## config.mk

```make
export PLATFORM = sky130hd
export DESIGN_NAME = seq_divider32
export DESIGN_NICKNAME = d
export VERILOG_FILES = /design/src/rtl/alu_pkg.sv /design/src/rtl/div_step.sv /design/src/rtl/seq_divider32.sv
export SDC_FILE = /design/constraint.sdc
export NUM_CORES = 1
export LEC_CHECK = 0
export BUFFER_PORTS_ARGS = -buffer_cell sky130_fd_sc_hd__buf_2
export CAP_MARGIN = 20
export CORE_MARGIN = 10
export CORE_UTILIZATION = 40
export DETAILED_ROUTE_END_ITERATION = 8
export PLACE_DENSITY = 0.62
export REMOVE_ABC_BUFFERS = 1
export SLEW_MARGIN = 0
export SYNTH_ARGS = -nofsm -noshare
export SYNTH_HDL_FRONTEND = slang
export SYNTH_SLANG_ARGS = --single-unit
```

## constraint.sdc

```tcl
create_clock -name clk -period 5.72 [get_ports clk]
set_input_delay 0.572 -clock clk [delete_from_list [all_inputs] [get_ports clk]]
set_output_delay 0.572 -clock clk [all_outputs]
set_load 0.05 [all_outputs]
```

## src/rtl/alu_pkg.sv

```systemverilog
// Shared constants and types for the sequential divider.
package alu_pkg;

    // Default operand/result width in bits.
    localparam int DIV_WIDTH = 32;

    // Divider control states.
    typedef enum logic [1:0] {
        ST_IDLE = 2'd0,
        ST_RUN  = 2'd1,
        ST_DONE = 2'd2
    } div_state_t;

endpackage

```

## src/rtl/div_step.sv

```systemverilog
// One restoring-division iteration: shift in the next dividend bit,
// trial-subtract the divisor, keep the difference only if non-negative.
module div_step #(
    parameter int WIDTH = 32
) (
    input  logic [WIDTH-1:0] partial,
    input  logic             next_bit,
    input  logic [WIDTH-1:0] divisor,
    output logic [WIDTH-1:0] rem_next,
    output logic             q_bit
);

    logic [WIDTH:0] shifted;
    logic [WIDTH:0] trial;

    // Trial subtraction in WIDTH+1 bits; bit WIDTH set means it went negative.
    always_comb begin
        shifted = {partial, next_bit};
        trial   = shifted - {1'b0, divisor};
        if (!trial[WIDTH]) begin
            rem_next = trial[WIDTH-1:0];
            q_bit    = 1'b1;
        end else begin
            rem_next = shifted[WIDTH-1:0];
            q_bit    = 1'b0;
        end
    end

endmodule

```

## src/rtl/seq_divider32.sv

```systemverilog
// Sequential unsigned restoring divider: one quotient bit per clock,
// MSB first, WIDTH iterations per operation, divide-by-zero short-cut.
module seq_divider32
    import alu_pkg::*;
#(
    parameter int WIDTH = DIV_WIDTH
) (
    input  logic             clk,
    input  logic             rst_n,
    input  logic             start,
    input  logic [WIDTH-1:0] dividend,
    input  logic [WIDTH-1:0] divisor,
    output logic             busy,
    output logic             done,
    output logic [WIDTH-1:0] quotient,
    output logic [WIDTH-1:0] remainder,
    output logic             dz
);

    localparam int CNT_W = $clog2(WIDTH + 1);

    div_state_t       state;
    div_state_t       state_next;
    logic [CNT_W-1:0] count;
    logic [WIDTH-1:0] dvd_reg;
    logic [WIDTH-1:0] rem_reg;
    logic [WIDTH-1:0] dsr_reg;
    logic [WIDTH-1:0] step_rem;
    logic             step_q;
    logic             accept;
    logic             last_iter;

    // A start is honoured in IDLE and DONE; in RUN it is ignored.
    assign accept    = start && (state != ST_RUN);
    assign last_iter = (count == CNT_W'(WIDTH - 1));

    // The dividend register shifts left each step, so its MSB feeds the
    // next trial and the new quotient bit enters at the LSB.
    div_step #(
        .WIDTH(WIDTH)
    ) u_step (
        .partial (rem_reg),
        .next_bit(dvd_reg[WIDTH-1]),
        .divisor (dsr_reg),
        .rem_next(step_rem),
        .q_bit   (step_q)
    );

    // State register.
    always_ff @(posedge clk or negedge rst_n) begin
        if (!rst_n) begin
            state <= ST_IDLE;
        end else begin
            state <= state_next;
        end
    end

    // Next-state logic and status outputs.
    always_comb begin
        state_next = state;
        busy       = 1'b0;
        done       = 1'b0;
        case (state)
            ST_IDLE: begin
                if (accept) begin
                    state_next = (divisor == '0) ? ST_DONE : ST_RUN;
                end
            end
            ST_RUN: begin
                busy = 1'b1;
                if (last_iter) begin
                    state_next = ST_DONE;
                end
            end
            ST_DONE: begin
                done = 1'b1;
                if (accept) begin
                    state_next = (divisor == '0) ? ST_DONE : ST_RUN;
                end else begin
                    state_next = ST_IDLE;
                end
            end
            default: begin
                state_next = ST_IDLE;
            end
        endcase
    end

    // Operand latch, iteration datapath, and result registers (written only
    // on the transition into DONE so they hold between operations).
    always_ff @(posedge clk or negedge rst_n) begin
        if (!rst_n) begin
            count     <= '0;
            dvd_reg   <= '0;
            rem_reg   <= '0;
            dsr_reg   <= '0;
            quotient  <= '0;
            remainder <= '0;
            dz        <= 1'b0;
        end else if (accept) begin
            count <= '0;
            if (divisor == '0) begin
                quotient  <= '1;
                remainder <= dividend;
                dz        <= 1'b1;
            end else begin
                dvd_reg <= dividend;
                dsr_reg <= divisor;
                rem_reg <= '0;
            end
        end else if (state == ST_RUN) begin
            rem_reg <= step_rem;
            dvd_reg <= {dvd_reg[WIDTH-2:0], step_q};
            count   <= count + CNT_W'(1);
            if (last_iter) begin
                quotient  <= {dvd_reg[WIDTH-2:0], step_q};
                remainder <= step_rem;
                dz        <= 1'b0;
            end
        end
    end

endmodule

```

Yosys cells after proc, flatten, opt, wreduce, memory -nomap -nowiden
Cells that the tools add are included.
{"block": "totals", "output_inout_bits": 67, "reg_bits": 169}
{"block": "op_classes", "reduce_logical": 9, "muxes": 29, "eq_ne": 8, "bitwise_logic": 1, "add_sub_neg": 2}
{"cell": "2-to-1 mux 32 bit", "n": 15}
{"cell": "subtractor 33 x 32 -> 33 bit", "n": 1}
{"cell": "logical NOT 32 bit", "n": 1}
{"cell": "2-to-1 mux 6 bit", "n": 2}
{"cell": "2-to-1 mux 2 bit", "n": 4}
{"cell": "2-to-1 mux 1 bit", "n": 7}
{"cell": "adder 6 x 1 -> 6 bit, second input constant", "n": 1}
{"cell": "== test 6 x 5 -> 1 bit, second input constant", "n": 1}
{"cell": "!= test 2 bit, second input constant", "n": 3}
{"cell": "one-hot mux 2 bit (3 select lines)", "n": 1}
{"cell": "AND reduction 2 bit", "n": 3}
{"cell": "!= test 2 x 1 -> 1 bit, second input constant", "n": 2}
{"cell": "nonzero test 2 bit", "n": 2}
{"cell": "AND reduction 3 bit", "n": 1}
{"cell": "== test 2 x 1 -> 1 bit, second input constant", "n": 1}
{"cell": "== test 2 bit, second input constant", "n": 1}
{"cell": "logical NOT 2 bit", "n": 1}
{"cell": "logical AND 1 bit", "n": 1}
{"cell": "NOT 1 bit", "n": 1}

Longest topological paths before layout
Gate-level depths: netlist (run 1).
{"block": "logic_depth", "depth_word": 5, "depth_mapped": 14}

Modules after synthesis
From an unflattened synthesis (run 1), not the netlist that was laid out.
{"block": "unflattened", "cells_unflattened": 1096, "area_unflattened_um2": 10098.4}
{"mod": "seq_divider32", "seq_area_each_um2": 4229.1, "area_per_inst_um2": 7781.2, "n_inst": 1, "cells_each": 787}
{"mod": "div_step", "seq_area_each_um2": 0.0, "area_per_inst_um2": 2317.2, "n_inst": 1, "cells_each": 309}

Least setup slack after synthesis (run 1)
Ideal clock, no wire load.
{"block": "synth_path", "kind": "register -> register", "start": "register dvd_reg[31]", "end": "register rem_reg[27]", "t_arrival_ps": 2972, "required_time_ps": 5587, "setup_slack_ps": 2614, "path_buffers": 2, "path_stages_with_launch": 15, "path_cell_list": "dfrtp_1 inv_1 ha_1 fa_1 nor2b_4 o211ai_2 a21oi_4 a31oi_4 o311ai_2 a2111oi_4 or3_1 buf_6 buf_6 a31oi_1 o31ai_1"}
{"block": "synth_via", "elab_chain_cells": 4}
{"item": "from (decl)", "line_no": "seq_divider32.sv:25", "source": "logic [WIDTH-1:0] dvd_reg;"}
{"item": "from (signal assigned)", "line_no": "seq_divider32.sv:107", "source": "dvd_reg <= dividend;"}
{"item": "from (signal assigned)", "line_no": "seq_divider32.sv:113", "source": "dvd_reg <= {dvd_reg[WIDTH-2:0], step_q};"}
{"item": "subtractor 33 x 32 -> 33 bit", "line_no": "div_step.sv:19", "source": "trial = shifted - {1'b0, divisor};"}
{"item": "2-to-1 mux 32 bit", "line_no": "div_step.sv:20", "source": "if (!trial[WIDTH]) begin"}
{"item": "2-to-1 mux 32 bit", "line_no": "seq_divider32.sv:111", "source": "end else if (state == ST_RUN) begin"}
{"item": "2-to-1 mux 32 bit", "line_no": "seq_divider32.sv:100", "source": "end else if (accept) begin"}
{"item": "to (signal assigned)", "line_no": "seq_divider32.sv:112", "source": "rem_reg <= step_rem;"}
{"item": "to (decl)", "line_no": "seq_divider32.sv:26", "source": "logic [WIDTH-1:0] rem_reg;"}
Every way passes these cells. The select of a mux whose other input is x is not followed.
A chain may end at the register's enable or synchronous reset.

Worst setup path after layout (run 1)
{"block": "layout_path", "start": "register dvd_reg[31]", "end": "register rem_reg[12]"}
Same word-level chain as after synthesis.

==> flow_summary.toml, run 1 <==
[synthesis]
synth-edff-count = 0
synth-seq-cells = 169
ys.flop_type = "dfrtp_1"
syn_avg_cell_area_um2 = 9.060
syn_area_mm2 = 0.009739
yosys_warnings = 0
synth.distinct_cells = 69
async_flop_share_pct = 100.0
syn_inst = 1075
ys_seq_area_share_pct = 43.42

[sta]
relSlewSlack_pct = 26.58
finalHoldViolCount = 0
finalClockSkew_ns = 0.007544
finalCritPeriodShare_pct = 65.51
drv_slew = 0
finalSetupViolations = 0
rsz0062_at_grt = "false"
fmax_mhz = 266.9
worst_pin_slew_ns = 1.101
fin_setup_tns_ns = 0
period_minus_slack_ns = 3.747

[drt]
final_antenna_net_count = 0
drt_first_iter_violations = 875
drt-total-wl_mm = 28.68
drc = 0
dr_total_vias = 8444
routedWlPerCell_um = 18.93
viasPerCell = 5.574
dr.pass1.iters = 6

[worst_setup_path]
timing.rr.start = "dvd_reg[31]$_DFFE_PN0P_"
critPathLaunch = "dvd_reg[31]$_DFFE_PN0P_"
critPathLaunchType = "register"
worst-path-stages = 12
critPathKind = "reg2reg"
cp_max_fo = 17
critical_path_buf_inv_count = 1
crit_family = "compound AO/OA/AOI/OAI gates"
cp.arrival_ns = 4.01
end_kind = "register"
cpMaxStageDelayCell = "nor3_4"
cpPeakStageDelay_ns = 0.76
cp_cell_sequence = "inv_1, ha_1, fa_1, nor2b_4, o211ai_2, a21oi_4, a31oi_4, o311ai_2, a2111oi_4, nor3_4, mux2i_1, o21ai_0"
rr_worst_depth = 12
required_ns = 5.98

[finish]
layout-drive-gt1-share_pct = 19.23
mostFrequentLayoutCells = "170 x nand2_1, 169 x dfrtp_1, 132 x buf_2, 128 x o21ai_0, 80 x a21oi_1"
final_cells = 1515
final_common_cell = "nand2_1"
diodes = 0
nFillCells = 2399
syn_to_final_growth_pct = 15.94
final_net_count = 1279

[grt]
grt_max_degree = 64
antenna_found_initial = 0
grt-ovfl-total = 0
grt_pass1_vias = 8237
track_usage_pct = 18.49
grt_first_pass_wirelength_mm = 46.40

[clocking]
cts_tree = "done"
htreeDepth = 4
post_cts_buffers = 0
cts_hold_buffers = 0
cts_sinks = 169
cts_root_buf = "clkbuf_16"
cts_buffer_depth = 2
numCtsBuffers = 17
clk_latency_ns = 0.43
cts_resized = 0
clkTransAtPathRegs_ns = 0.07

[die]
core_area_mm2 = 0.02411
rows = 57
dieArea_mm2 = 0.03099
die_h_um = 176.0
num_io_pins = 134
start_util_pct = 40.40
fp.dieW_um = 176.0

[placed_design]
hpwl_mm = 21.07
port_buffers = 133
dp.cells = 1483
place.gp.congestion = 0.8856

[hold_path]
hp-class = "in2async"

[job]
drv_cap = 0

[run_status]
status = "completed"
==> cell usage after synthesis, types with 16 or more instances <==
master	n	area share, %
nand2_1	170	6.6
nor2_1	46	1.8
ha_1	33	4.2
inv_1	36	1.4
or3_1	30	1.9
a31oi_1	36	2.3
mux2_2	33	3.8
mux2i_1	39	4.0
dfrtp_1	169	43
clkbuf_1	52	2.0
a21oi_1	80	4.1
o21ai_0	128	6.6
xnor2_1	18	1.6
a221oi_1	16	1.4
==> area by class of cell <==
| cell class | count | area [µm²] | share of cell area, % |
|---|---|---|---|
| Clock buffer | 18 | 429.2 | 3.801 |
| Clock inverter | 14 | 188.9 | 1.673 |
| Inverter | 38 | 142.6 | 1.263 |
| Multi-Input combinational cell | 806 | 5127 | 45.41 |
| Sequential cell | 169 | 4229 | 37.45 |
| Tap cell | 324 | 405.4 | 3.590 |
| Timing Repair Buffer | 146 | 769.5 | 6.814 |
==> per-layer routing <==
layer / global-route usage [%] / vias to the layer above / wire length (µm)
met2: 26.76 / 263 / 12300
met4: 4.451 / 0 / 327
met1: 27.38 / 4041 / 14060
met5: 0 / - / 0
li1: - / 4118 / -
met3: 3.951 / 22 / 1989
==> worst paths after layout <==
path | to | slack [ns]
setup / recovery | rem_reg[12]$_DFFE_PN0P_ | 1.97
hold / removal | quotient[26]$_DFFE_PN0P_ | 0.12
setup reg to reg | rem_reg[12]$_DFFE_PN0P_ | 1.97
hold reg to reg | quotient[19]$_DFFE_PN0P_ | 0.46
max in group asynchronous | dsr_reg[16]$_DFFE_PN0P_ | 4.42
min in group clk | dsr_reg[24]$_DFFE_PN0P_ | 0.38
==> logic make-up after synthesis <==
group           after synthesis  share of synthesized area (%)
compound gates              353                          22.76
xor+xnor                     24                          2.158
fa+ha+maj                    34                          4.445
buf+inv                     100                          4.073
flops                       169                          43.42
mux                          72                          7.824
simple gates                323                          15.31
==> metrics by stage <==
step	hold slack, ns	utilization, %	setup slack [ns]	instance area, µm²
6_report	0.1181	46.84	1.973	11290
5_1_grt	0.1512	46.84	1.681	11290
4_1_cts	0.1431	46.84	2.001	11290
3_5_place_dp	0.4498	44.28	2.047	10670
3_3_place_gp	0.4439	44.28	2.076	10670
2_1_floorplan	0.2764	-	0.8011	9485
Power of run 1 is left out: the tool's default activity adds up to more than one toggle a clock period on the data nets, which glitch-free logic cannot reach.
==> run 2: changes to the inputs <==
--- a/config.mk
+++ b/config.mk
@@ -10,7 +10,7 @@
 export CORE_MARGIN = 10
 export CORE_UTILIZATION = 40
 export DETAILED_ROUTE_END_ITERATION = 8
-export PLACE_DENSITY = 0.62
+export PLACE_DENSITY = 0.64
 export REMOVE_ABC_BUFFERS = 1
 export SLEW_MARGIN = 0
 export SYNTH_ARGS = -nofsm -noshare
==> constraint.sdc (replaced) <==
create_clock -name clk -period 3.2 [get_ports clk]
set_input_delay 0.32 -clock clk [delete_from_list [all_inputs] [get_ports clk]]
set_output_delay 0.32 -clock clk [all_outputs]
set_load 0.05 [all_outputs]
==> flow_summary.toml, run 2 (synthesis results as in run 1) <==
[drt]
dr_total_vias = 8575
drc = 0
routedWlPerCell_um = 18.22
drt-total-wl_mm = 28.35
wl_met3_mm = 1.985
final_antenna_net_count = 0
dr.pass1.iters = 5
routedLengthMet1_mm = 13.75
top_layer = "met4"
drt_first_iter_violations = 725
route.met2.wl_mm = 12.37
viasPerCell = 5.511

[clocking]
cts_root_buf = "clkbuf_16"
cts_tree = "done"
cts_sinks = 169
htreeDepth = 4
clk_latency_ns = 0.43
cts_buffer_depth = 2
numCtsBuffers = 17
clkTransAtPathRegs_ns = 0.07

[worst_setup_path]
timing.rr.start = "dsr_reg[0]$_DFFE_PN0P_"
rr_worst_depth = 14
cpMaxStageDelayCell = "dfrtp_1"
crit_end = "rem_reg[15]$_DFFE_PN0P_"
critPathLaunchType = "register"
crit_family = "compound AO/OA/AOI/OAI gates"
path_common_cell = "buf_4"
worst-path-stages = 14
end_kind = "register"
critical_path_buf_inv_count = 3
cp_max_fo = 5
r2r_end = "rem_reg[15]$_DFFE_PN0P_"
cp_cell_sequence = "ha_2, fa_2, nor2b_4, o211ai_4, a21oi_4, a31oi_4, o311ai_4, a2111oi_4, buf_4, nor3_4, buf_4, buf_12, mux2i_2, o21ai_0"
cp.arrival_ns = 3.44
critPathLaunch = "dsr_reg[0]$_DFFE_PN0P_"
reg2reg_slack_ns = 0.06
critPathKind = "reg2reg"
required_ns = 3.50
cpPeakStageDelay_ns = 0.39

[grt]
grt_max_degree = 79
grt-ovfl-total = 0
grt_first_pass_wirelength_mm = 45.23
grt_pass1_vias = 8351
antenna_found_initial = 1
track_usage_pct = 17.85

[finish]
final_cells = 1556
seqCellArea_mm2 = 0.004232
nFillCells = 2334
fin_util_pct = 49.12
mostFrequentLayoutCells = "170 x nand2_1, 167 x dfrtp_1, 132 x buf_2, 126 x o21ai_0, 78 x a21oi_1"
final_net_count = 1319
layout-drive-gt1-share_pct = 23.15
multi_input_area_mm2 = 0.005241
syn_to_final_growth_pct = 21.57
final_common_cell = "nand2_1"

[die]
num_io_pins = 134
rows = 57
dieArea_mm2 = 0.03099
core_area_mm2 = 0.02411
die_h_um = 176.0
start_util_pct = 40.40
fp.dieW_um = 176.0

[sta]
fmax_mhz = 318.0
finalClockSkew_ns = 0.009698
rsz0062_at_grt = "true"
finalCritPeriodShare_pct = 98.27
period_minus_slack_ns = 3.145
fin_setup_tns_ns = 0
relSlewSlack_pct = 52.63
worst_pin_slew_ns = 0.7106
drv_slew = 0
finalHoldViolCount = 0
finalSetupViolations = 0

[placed_design]
place.gp.congestion = 0.9404
dp.cells = 1513
hpwl_mm = 21.01
port_buffers = 133

[job]
drv_cap = 0

[hold_path]
hp-class = "in2reg"

[run_status]
status = "completed"
run 2: cell count changes in the layout (fill, tap and decap cells not counted), moves of 3 or more:
cell,change
buf_4,+28
ha_2,+6
mux2i_1,-5
clkbuf_1,+3
mux2i_2,+3
buf_12,+8
ha_1,-8
run 2: routing by layer:
layer	global-route usage (%)	vias up
met2	26.64	254
met4	4.062	0
li1	-	4201
met3	3.845	18
met1	25.83	4102
met5	0	-
run 2: through the flow:
step                hold WS (ns)  worst slack (ns)  instance area, µm²
floorplan                0.02441            -1.719                9485
global placement          0.3504           0.05776               10990
detailed placement        0.3543          -0.03485               10990
CTS                       0.1297           0.07023               11630
global route              0.1368          -0.06945               11840
finish                    0.1377           0.05537               11840
run 2: worst reg2reg max path, delay by kind of cell, from the launching register on:
kind                     cells  cell delay [ns]
adder cells (fa/ha/maj)      2             0.56
flip-flops                   1             0.39
AO/OA/AOI/OAI                6             1.02
multiplexers                 1             0.25
AND/OR/NAND/NOR              2             0.33
buffers and inverters        3             0.45
run 2: final cells by class:
| cell class | count | area share, % |
|---|---|---|
| well taps | 324 | 3.424 |
| clock buffers | 23 | 3.952 |
| inverters | 38 | 1.205 |
| repair buffers | 186 | 10.23 |
| clock inverters | 9 | 1.162 |
| diodes | 1 | 0.02113 |
| multi-input cells | 806 | 44.27 |
| flip-flops and latches | 169 | 35.74 |
run 2: worst min path at each step:
stage	startpoint	to	slack, ns	cells past startpoint
5_1_grt	divisor[21]	dsr_reg[21]$_DFFE_PN0P_	0.14	2
6_report	divisor[21]	dsr_reg[21]$_DFFE_PN0P_	0.14	2
3_3_place_gp	rst_n	quotient[18]$_DFFE_PN0P_	0.35	1
3_5_place_dp	rst_n	quotient[18]$_DFFE_PN0P_	0.35	1
4_1_cts	divisor[21]	dsr_reg[21]$_DFFE_PN0P_	0.13	2
2_1_floorplan	rst_n	count[0]$_DFFE_PN0P_	0.02	0
run 2: what timing repair did:
item	in CTS	in global routing
cloned	0	2
buffers inserted	0	6
hold buffers	1	0
pin swaps	0	4
setup endpoints to repair	18	49
endpoints found under the hold margin	60	0
resized for setup	5	23
Power of run 2 is left out for the same reason.
==> run 3: changes to the inputs <==
--- a/config.mk
+++ b/config.mk
@@ -9,6 +9,7 @@
 export CAP_MARGIN = 20
 export CORE_MARGIN = 10
 export CORE_UTILIZATION = 40
+export CTS_BUF_LIST = sky130_fd_sc_hd__clkbuf_8 sky130_fd_sc_hd__clkbuf_16
 export DETAILED_ROUTE_END_ITERATION = 8
 export PLACE_DENSITY = 0.64
 export REMOVE_ABC_BUFFERS = 1
==> flow_summary.toml, run 3 (synthesis results as in run 1) <==
[clocking]
cts_sinks = 169
htreeDepth = 4
cts_root_buf = "clkbuf_16"
clk_latency_ns = 0.43
numCtsBuffers = 17
cts_tree = "done"
cts_buffer_depth = 2
clkTransAtPathRegs_ns = 0.07

[die]
fp.dieW_um = 176.0
dieArea_mm2 = 0.03099
num_io_pins = 134
core_area_mm2 = 0.02411
start_util_pct = 40.40
die_h_um = 176.0
rows = 57

[drt]
dr.pass1.iters = 6
drt-total-wl_mm = 28.33
viasPerCell = 5.523
final_antenna_net_count = 0
routedWlPerCell_um = 18.21
drt_first_iter_violations = 722
dr_total_vias = 8594
drc = 0

[finish]
final_cells = 1556
final_common_cell = "nand2_1"
layout-drive-gt1-share_pct = 23.15
mostFrequentLayoutCells = "170 x nand2_1, 167 x dfrtp_1, 132 x buf_2, 126 x o21ai_0, 78 x a21oi_1"
multi_input_area_mm2 = 0.005241
nFillCells = 2334
seqCellArea_mm2 = 0.004232
syn_to_final_growth_pct = 21.57
final_net_count = 1319

[sta]
relSlewSlack_pct = 52.86
worst_pin_slew_ns = 0.7071
whs_ns = 0.1374
finalCritPeriodShare_pct = 98.21
rsz0062_at_grt = "true"
finalClockSkew_ns = 0.009870
period_minus_slack_ns = 3.143
drv_slew = 0
fmax_mhz = 318.2
finalSetupViolations = 0
finalHoldViolCount = 0

[worst_setup_path]
reg2reg_slack_ns = 0.06
rr_worst_depth = 14
critPathLaunchType = "register"
timing.rr.start = "dsr_reg[0]$_DFFE_PN0P_"
required_ns = 3.50
cp_max_fo = 5
critical_path_buf_inv_count = 3
worst-path-stages = 14
cpMaxStageDelayCell = "dfrtp_1"
r2r_end = "rem_reg[15]$_DFFE_PN0P_"
critPathLaunch = "dsr_reg[0]$_DFFE_PN0P_"
crit_end = "rem_reg[15]$_DFFE_PN0P_"
critPathKind = "reg2reg"
cpPeakStageDelay_ns = 0.39
cp.arrival_ns = 3.44
cp_cell_sequence = "ha_2, fa_2, nor2b_4, o211ai_4, a21oi_4, a31oi_4, o311ai_4, a2111oi_4, buf_4, nor3_4, buf_4, buf_12, mux2i_2, o21ai_0"
path_common_cell = "buf_4"
crit_family = "compound AO/OA/AOI/OAI gates"
end_kind = "register"

[placed_design]
place.gp.congestion = 0.9404
port_buffers = 133
hpwl_mm = 21.01
dp.cells = 1513

[job]
drv_cap = 0

[grt]
track_usage_pct = 17.85
grt_busiest_layer = "met2"
antenna_found_initial = 1
grt-ovfl-total = 0
grt_max_degree = 79
grt_use_met2_pct = 26.64
use_met3_pct = 3.845
use_met1_pct = 25.83
grt_first_pass_wirelength_mm = 45.23
grt_pass1_vias = 8351

[run_status]
status = "completed"

[hold_path]
hp-class = "in2reg"
[run 3: changes by cell type in the layout (fill, tap and decap cells not counted)]
| cell | before | now |
|---|---|---|
| inv_1 | 36 | 40 |
| clkbuf_1 | 4 | 0 |
[run 3: layer usage]
| layer | vias to the layer above | routed length, µm |
|---|---|---|
| li1 | 4203 | - |
| met1 | 4118 | 13760 |
| met2 | 257 | 12390 |
| met3 | 16 | 1943 |
| met4 | 0 | 235 |
| met5 | - | 0 |
[run 3: final cells by class]
cell class	instances	share of cell area [%]
Antenna cell	1	0.02113
Clock inverter	13	1.289
Tap cell	324	3.424
Timing Repair Buffer	186	10.23
Clock buffer	19	3.825
Sequential cell	169	35.74
Multi-Input combinational cell	806	44.27
Inverter	38	1.205
[run 3: how the worst min path moves through the flow]
stage | from | slack, ns | depth (start not counted) | endpoint
3_5_place_dp | rst_n | 0.35 | 1 | quotient[18]$_DFFE_PN0P_
4_1_cts | divisor[21] | 0.13 | 2 | dsr_reg[21]$_DFFE_PN0P_
3_3_place_gp | rst_n | 0.35 | 1 | quotient[18]$_DFFE_PN0P_
2_1_floorplan | rst_n | 0.02 | 0 | count[0]$_DFFE_PN0P_
6_report | divisor[21] | 0.14 | 2 | dsr_reg[21]$_DFFE_PN0P_
5_1_grt | divisor[21] | 0.14 | 2 | dsr_reg[21]$_DFFE_PN0P_
[run 3: per-stage QoR]
step / TNS [ns] / utilization, % / setup slack [ns] / cell area [µm²]
global placement: 0 / 45.58 / 0.05776 / 10990
detailed placement: -0.1473 / 45.58 / -0.03485 / 10990
finish: 0 / 49.12 / 0.05718 / 11840
floorplan: -144.93 / - / -1.719 / 9485
CTS: 0 / 48.23 / 0.07023 / 11630
global route: -0.6722 / 49.11 / -0.06949 / 11840
[run 3: timing repair]
action                                  CTS  global route
buffers inserted                          0             6
resized for setup                         5            23
hold buffers                              1             0
pin swaps                                 0             4
endpoints found under the setup margin   18            50
cloned                                    0             2
hold endpoints to repair                 60             0
[run 3: worst reg2reg max path: stages (launching register included)]
cell	delay [ns]
dfrtp_1	0.39
ha_2	0.20
fa_2	0.36
nor2b_4	0.15
o211ai_4	0.10
a21oi_4	0.17
a31oi_4	0.13
o311ai_4	0.38
a2111oi_4	0.13
buf_4	0.19
nor3_4	0.18
buf_4	0.15
buf_12	0.11
mux2i_2	0.25
o21ai_0	0.11
Power of run 3 is left out for the same reason.
